**src/rtl/paint_layer_fetch_scheduler.sv**
```systemverilog
// -----------------------------------------------------------------------------
// paint_layer_fetch_scheduler
//
// Fetches the per-pixel sprite colour of up to N_LAYERS paint layers through a
// single shared sprite ROM read port, in painter priority order (index 0 first).
// As soon as a fetched layer is opaque the remaining lower-priority layers are
// reported transparent without touching the ROM. The assembled bundle is
// registered and presented to the pixel painter with a one-cycle out_valid_o.
//
// Ports
//   clk_i                 system clock
//   rst_i                 synchronous active-high reset
//   pixel_tick_i          one-cycle pulse starting a pixel slot
//   layer_hit_i           per-layer "beam inside sprite bbox", sampled on tick
//   layer_addr_i          per-layer ROM address (layer i at [i*ADDR_W +: ADDR_W])
//   rom_req_o             one-cycle ROM read strobe
//   rom_addr_o            ROM read address, valid with rom_req_o (0 otherwise)
//   rom_valid_i           ROM read data valid (latency >= 1)
//   rom_data_i            [12] transparency, [11:8] blue, [7:4] green, [3:0] red
//   layer_color_o         layer i at [i*12 +: 12]: red [3:0], green [7:4], blue [11:8]
//   layer_transparency_o  1 = layer not drawn at this pixel
//   out_valid_o           one-cycle pulse, new bundle presented
//   overrun_o             sticky: pixel_tick_i arrived while a fetch was running
//
// State     | meaning
// ----------+------------------------------------------------------------------
// S_IDLE    | waiting for pixel_tick_i; snapshot hits/addresses, clear bundle
// S_ISSUE   | strobe the ROM for the highest-priority pending layer
// S_WAIT    | wait for rom_valid_i; the final response publishes the bundle
//           | directly so data is visible one cycle after it returns
// S_DONE    | zero-hit pixel: publish the all-transparent bundle
// -----------------------------------------------------------------------------
module paint_layer_fetch_scheduler #(
   parameter int N_LAYERS = 4,
   parameter int ADDR_W   = 14
) (
   input  logic                         clk_i,
   input  logic                         rst_i,
   input  logic                         pixel_tick_i,
   input  logic [N_LAYERS-1:0]          layer_hit_i,
   input  logic [N_LAYERS*ADDR_W-1:0]   layer_addr_i,
   output logic                         rom_req_o,
   output logic [ADDR_W-1:0]            rom_addr_o,
   input  logic                         rom_valid_i,
   input  logic [12:0]                  rom_data_i,
   output logic [N_LAYERS*12-1:0]       layer_color_o,
   output logic [N_LAYERS-1:0]          layer_transparency_o,
   output logic                         out_valid_o,
   output logic                         overrun_o
);

   localparam int SEL_W = (N_LAYERS > 1) ? $clog2(N_LAYERS) : 1;

   typedef enum logic [1:0] {
      S_IDLE  = 2'd0,
      S_ISSUE = 2'd1,
      S_WAIT  = 2'd2,
      S_DONE  = 2'd3
   } state_t;

   state_t                                state_q, state_d;
   logic [N_LAYERS-1:0]                   pend_q, pend_d;
   logic [SEL_W-1:0]                      sel_q, sel_d;
   logic [N_LAYERS-1:0][ADDR_W-1:0]       addr_q;
   logic [N_LAYERS-1:0][11:0]             work_col_q, work_col_d;
   logic [N_LAYERS-1:0]                   work_tr_q, work_tr_d;
   logic [N_LAYERS-1:0][11:0]             out_col_q;
   logic [N_LAYERS-1:0]                   out_tr_q;
   logic                                  out_valid_q;
   logic                                  overrun_q;

   logic [SEL_W-1:0]                      low_idx;
   logic                                  accept_tick;
   logic                                  load_out;
   logic                                  rom_req;

   assign accept_tick = (state_q == S_IDLE) && pixel_tick_i;

   // Highest-priority pending layer = lowest set bit of the pending mask.
   always_comb begin
      low_idx = '0;
      for (int i = N_LAYERS - 1; i >= 0; i--) begin
         if (pend_q[i]) begin
            low_idx = SEL_W'(i);
         end
      end
   end

   always_comb begin
      state_d    = state_q;
      pend_d     = pend_q;
      sel_d      = sel_q;
      work_col_d = work_col_q;
      work_tr_d  = work_tr_q;
      load_out   = 1'b0;
      rom_req    = 1'b0;

      case (state_q)
         S_IDLE: begin
            if (pixel_tick_i) begin
               pend_d     = layer_hit_i;
               work_col_d = '0;
               work_tr_d  = '1;
               state_d    = S_ISSUE;
            end
         end

         S_ISSUE: begin
            if (pend_q == '0) begin
               state_d = S_DONE;
            end else begin
               rom_req         = 1'b1;
               sel_d           = low_idx;
               pend_d[low_idx] = 1'b0;
               state_d         = S_WAIT;
            end
         end

         S_WAIT: begin
            if (rom_valid_i) begin
               work_col_d[sel_q] = rom_data_i[11:0];
               work_tr_d[sel_q]  = rom_data_i[12];
               if (!rom_data_i[12]) begin
                  // Opaque: everything below is hidden, skip its fetch.
                  pend_d   = '0;
                  load_out = 1'b1;
                  state_d  = S_IDLE;
               end else if (pend_q != '0) begin
                  state_d = S_ISSUE;
               end else begin
                  load_out = 1'b1;
                  state_d  = S_IDLE;
               end
            end
         end

         S_DONE: begin
            load_out = 1'b1;
            state_d  = S_IDLE;
         end

         default: begin
            state_d = S_IDLE;
         end
      endcase
   end

   always_ff @(posedge clk_i) begin
      if (rst_i) begin
         state_q     <= S_IDLE;
         pend_q      <= '0;
         sel_q       <= '0;
         addr_q      <= '0;
         work_col_q  <= '0;
         work_tr_q   <= '1;
         out_col_q   <= '0;
         out_tr_q    <= '1;
         out_valid_q <= 1'b0;
         overrun_q   <= 1'b0;
      end else begin
         state_q     <= state_d;
         pend_q      <= pend_d;
         sel_q       <= sel_d;
         work_col_q  <= work_col_d;
         work_tr_q   <= work_tr_d;
         out_valid_q <= load_out;
         if (accept_tick) begin
            addr_q <= layer_addr_i;
         end
         if (load_out) begin
            out_col_q <= work_col_d;
            out_tr_q  <= work_tr_d;
         end
         if (pixel_tick_i && (state_q != S_IDLE)) begin
            overrun_q <= 1'b1;
         end
      end
   end

   assign rom_req_o            = rom_req;
   assign rom_addr_o           = rom_req ? addr_q[low_idx] : '0;
   assign layer_color_o        = out_col_q;
   assign layer_transparency_o = out_tr_q;
   assign out_valid_o          = out_valid_q;
   assign overrun_o            = overrun_q;

endmodule

```
**config.mk**
```make
export PLATFORM = sky130hd
export DESIGN_NAME = paint_layer_fetch_scheduler
export DESIGN_NICKNAME = d
export VERILOG_FILES = /design/src/rtl/paint_layer_fetch_scheduler.sv
export SDC_FILE = /design/constraint.sdc
export NUM_CORES = 1
export LEC_CHECK = 0
export CAP_MARGIN = 20
export CORE_AREA = 2 2 146 148
export DETAILED_ROUTE_END_ITERATION = 7
export DIE_AREA = 0 0 148 150
export MAX_ROUTING_LAYER = met4
export SETUP_SLACK_MARGIN = 0.3
export SYNTH_ARGS = -nofsm -noshare
export SYNTH_HDL_FRONTEND = slang
export SYNTH_SLANG_ARGS = --single-unit
```
**constraint.sdc**
```tcl
create_clock -name clk_i -period 1.7 [get_ports clk_i]
set_input_delay 0.425 -clock clk_i [delete_from_list [all_inputs] [get_ports clk_i]]
set_output_delay 0.425 -clock clk_i [all_outputs]
set_load 0.02 [all_outputs]
```
### Word level (Yosys, flattened, before mapping)

Index checks and enable logic that the tools add are counted.

| word-level totals | value |
|---|---|
| register bits after elaboration | 170 |
| word-level logic and storage cells | 83 |
| bits of input ports | 77 |
| output and inout bits | 69 |

| cells by class | value |
|---|---|
| reductions and logical operators | 12 |
| $lt $le $gt $ge | 4 |
| equal/unequal tests | 7 |
| bitwise operators | 3 |
| muxes and demuxes | 38 |

Operators by type and width:

| kind | number |
|---|---|
| 48-bit 2-to-1 mux | 2 |
| 48-bit case mux with 2 select lines | 1 |
| 48-bit bitwise mux | 1 |
| 14-bit binary-select mux with 2-bit select | 1 |
| 14-bit 2-to-1 mux | 2 |
| 12-bit demux with 2-bit select | 1 |
| 4-bit 2-to-1 mux | 6 |
| 12-bit 2-to-1 mux | 1 |
| 2-bit 2-to-1 mux | 6 |
| 4-bit case mux with 3 select lines | 1 |
| 1-bit 2-to-1 mux | 10 |
| 2-bit inequality test (second input constant) | 4 |
| 2-bit case mux with 4 select lines | 1 |
| 4-bit case mux with 2 select lines | 1 |
| 2-bit by 3-bit less-than comparator with 1-bit output (second input constant) | 2 |
| 5-bit AND reduction | 1 |
| 4-bit AND | 1 |
| 4-bit bitwise mux | 1 |
| 1-bit demux with 2-bit select | 2 |
| 2-bit == test (second input constant) | 2 |
| 2-bit by 1-bit greater-or-equal comparator with 1-bit output (second input constant) | 2 |
| 1-bit logical AND | 4 |
| 4-bit zero test | 1 |
| 4-bit inverter | 1 |
| 8 further kinds | 9 |

### Depth between registers and ports, before layout

| logic depth | value |
|---|---|
| depth in word-level cells | 12 |
| gate-level depth with buffers | 8 |
| gate-level depth less buffers | 6 |

### Worst setup path before layout

Ideal clock, no wire load.

| timing path | value |
|---|---|
| path kind | register to output |
| from | register pend_q[1] |
| to | output rom_addr_o[10] |
| arrival | 1.588 ns |
| required time | 1.275 ns |
| stages on the path, launching flop included | 6 |
| setup slack | -0.313 ns |
| path through | dfxtp_1 > buf_2 > nor4b_2 > buf_2 > a222oi_1 > a21oi_1 |

| between the ends | value |
|---|---|
| word-level cells in the longest chain between the ends | 5 |
| elaborated cells between the ends (all ways) | 8 |

RTL lines:

| element | RTL line | text |
|---|---|---|
| from (decl) | 62 | `logic [N_LAYERS-1:0] pend_q, pend_d;` |
| from (signal assigned) | 162 | `pend_q <= pend_d;` |
| 2-bit 2-to-1 mux (2 in a row) | 83 | `if (pend_q[i]) begin` |
| 14-bit binary-select mux with 2-bit select | 181 | `assign rom_addr_o = rom_req ? addr_q[low_idx] : '0;` |
| 14-bit 2-to-1 mux (not written as such) | 181 |  |
| 14-bit 2-to-1 mux (*) | 181 |  |
| to (decl) | 43 | `output logic [ADDR_W-1:0] rom_addr_o,` |

Every way passes the cells marked *; elsewhere a longest branch is shown, timed or not. The select of a mux whose other input is x is not followed.

### Worst setup path after layout

| timing path | value |
|---|---|
| from | register pend_q[1] |
| to | output rom_addr_o[1] |

The elaborated chain is that of the path after synthesis.

==> impl_metrics.csv <==
group,metric,value,unit
outcome,outcome,"finished, violations left",
outcome,violations,"setup timing",
critical_path,timing.rr.end,"layer_color_o[44]$_SDFFE_PP0P_",
floorplanning,die_w,148,um
timing,rsz0062_at_grt,"true",
floorplanning,die_area,0.0222,mm2
placed_design,placedCellCount,1260,
critical_path,cp_data_arrival_time,1.86,ns
clock_tree,cts_buffers,17,
placed_design,hpwl,15100,um
route,wl,26000,um
synthesis,synthTopCellsByArea,"dfxtp_1, nand2_1, a21oi_1",
synthesis,synth_area,0.00707,mm2
timing,max_slew.worst_pin.slew,0.716,ns
final_layout,area_growth,67.3,%
placed_design,dp_slack,-0.669,ns
synthesis,dominantRegCellSynth,"dfxtp_1",
route,drc,0,
critical_path,required,1.27,ns
pwr,leakagePower,4.56,nW
critical_path,end_kind,"primary output",
clock_tree,cts_tree,"yes",
min_path,holdPathStages,2,
critical_path,r2r-start,"pend_q[1]$_SDFFE_PP0P_",
clock_tree,cts_sinks,170,
route,first_pass_iters,5,
clock_tree,ctsHoldBuffers,0,
final_layout,insertedDiodeCount,0,
final_layout,multi_input_area,0.00428,mm2
clock_tree,cts_root_buf,"clkbuf_16",
critical_path,worstSetupPathType,"reg2out",
min_path,whs_endpoint,"addr_q[11]$_SDFFE_PP0P_",
timing,finalClockSkew,0.0127,ns
min_path,hp-class,"in2reg",
floorplanning,io-pin-count,146,
route,routedWlPerCell,19.3,um
route,first_iter_violations,642,
timing,relSlewSlack,52.3,%
timing,setup_violations,67,
route,vias,7388,
final_layout,instances_no_fill,1346,
final_layout,drive_gt1_share,40.4,%
global_routing,grt_overflow,0,
global_routing,grt_max_degree,59,
synthesis,synth_edf_count,0,
pwr,finalPower,0.0169,W
floorplanning,start_util,34.2,%
synthesis,synth_nets,910,
final_layout,regArea,0.00343,mm2
pwr,vdd_ir_drop_max,0.807,mV
global_routing,antenna_found_initial,0,
synthesis,synth_cell_types,45,
critical_path,startpoint_type,"flip-flop",
synthesis,synthArstFlopShare,0,%
timing,drv_slew,0,
synthesis,synth_area_per_cell,8.54,um2
timing,finalCritPeriodShare,135,%
critical_path,critPathMaxFanout,7,
synthesis,ys_seq_elements,170,
final_layout,final_net_count,1140,
floorplanning,dieHeight,150,um
pwr,p_per_area,1430,mW/mm2
critical_path,r2r_slack,-0.25,ns
floorplanning,fp-row-count,53,
global_routing,grt_use_total,21.6,%
job,cap_viol_max_count,0,
placed_design,gp_congestion,0.833,
global_routing,grt_pass1_vias,6819,
placed_design,io_buffers,145,
final_layout,fill_cells,1771,
timing,layout_setup_ws,-0.588,ns
synthesis,ys_warn_count,0,
synthesis,synth_top_area_share,48.1,%
synthesis,ys_seq_area_share,48.1,%
min_path,min-delay-start,"rst_i",
route,drtAntennaViolNets,0,
synthesis,synth_common_cells,"dfxtp_1, nand2_1, a21oi_1",
timing,hold_viol,0,
clock_tree,clk_path_buf_depth,2,
global_routing,grt_pass1_wl,36700,um
timing,min_period,2.29,ns
floorplanning,fp.coreArea,0.0207,mm2
clock_tree,cts_max_level,4,
synthesis,yosys.area.top_type,"dfxtp_1",
route,via_per_inst,5.49,
clock_tree,worstSkewPairLatency,0.43,ns
synthesis,synthCells,828,
timing,fmax,0.437,GHz
clock_tree,path_clk_slew,0.07,ns
critical_path,reg2regPathDepth,9,
==> layout make-up <==
cell class              instances  share of cell area [%]
clock buffers                  17                    3.60
clock inverters                15                    1.50
inverters                       8                   0.360
multi-input cells             577                    36.2
flip-flops and latches        170                    29.0
well taps                     275                    2.91
repair buffers                284                    26.5
==> cells in the final DEF (no fill, tap or decap), types with 12 or more instances in the layout <==
master	instances
a21oi_1	40
a21oi_2	35
a21oi_4	12
a222oi_1	14
a22oi_2	12
a31oi_1	36
a41oi_1	33
buf_12	27
buf_2	41
buf_4	79
buf_6	37
clkbuf_16	31
clkdlybuf4s50_1	73
dfxtp_1	156
nand2_1	111
nand2_4	50
nand3_1	71
nor2_1	17
o21ai_0	20
o21ai_1	37
==> per-layer routing <==
layer | global-route usage (%) | part of all wire [%] | up-vias
li1 | - | - | 3485
met1 | 28.2 | 42 | 3566
met2 | 34.0 | 48 | 299
met3 | 4.63 | 7.2 | 38
met4 | 6.33 | 2.2 | 0
met5 | - | 0 | -
==> worst max path at each step <==
stage / start / end / slack [ns] / cells after the start
6_report: pend_q[1]$_SDFFE_PP0P_ / rom_addr_o[1] / -0.59 / 7
5_1_grt: pend_q[1]$_SDFFE_PP0P_ / rom_addr_o[3] / -0.63 / 7
4_1_cts: pend_q[1]$_SDFFE_PP0P_ / rom_addr_o[3] / -0.58 / 7
3_5_place_dp: pend_q[0]$_SDFFE_PP0P_ / rom_addr_o[10] / -0.67 / 6
3_3_place_gp: pend_q[0]$_SDFFE_PP0P_ / rom_addr_o[10] / -0.63 / 6
2_1_floorplan: pend_q[0]$_SDFFE_PP0P_ / rom_addr_o[10] / -0.09 / 6
==> state kept, by name (all words and copies together) (netlist names), 2 cells and up <==
signal,count
addr_q,56
layer_color_o,48
layer_transparency_o,4
pend_q,4
sel_q,2
state_q,2
work_col_q,48
work_tr_q,4
==> critical path, cell delays in order, from the launching register on <==
cell and delay [ns]:
dfxtp_2 0.34, buf_6 0.13, nor4b_4 0.05, buf_4 0.17
buf_6 0.12, a222oi_1 0.34, a21oi_2 0.11, buf_4 0.17
==> power by group <==
group,internal [W],total (W),switching [W]
registers,0.00459,0.00501,0.000425
logic,0.00389,0.00781,0.00392
clock network,0.00224,0.00407,0.00184
==> kinds of logic after synthesis <==
logic type / synth area share (%)
compound gates: 23.9
fa+ha+maj: 0.884
simple gates: 18.5
flops: 48.1
mux: 3.01
buf+inv: 5.63
==> through the flow <==
stage	utilization, %	hold slack (ns)	setup TNS [ns]	area [um2]
3_3_place_gp	46.7	0.442	-45.76	9650
6_report	57.2	0.255	-17.01	11800
3_5_place_dp	46.7	0.447	-48.65	9650
2_1_floorplan	-	0.436	-0.791	7480
5_1_grt	57.2	0.265	-21.64	11800
4_1_cts	51.9	0.256	-11.67	10700
==> timing repair <==
item,4_1_cts,5_1_grt
resized for setup,405,143
cloned,11,16
pin swaps,65,60
setup endpoints to repair,235,205
buffers inserted,17,10
No activity file was read; power rests on OpenSTA's default activity.
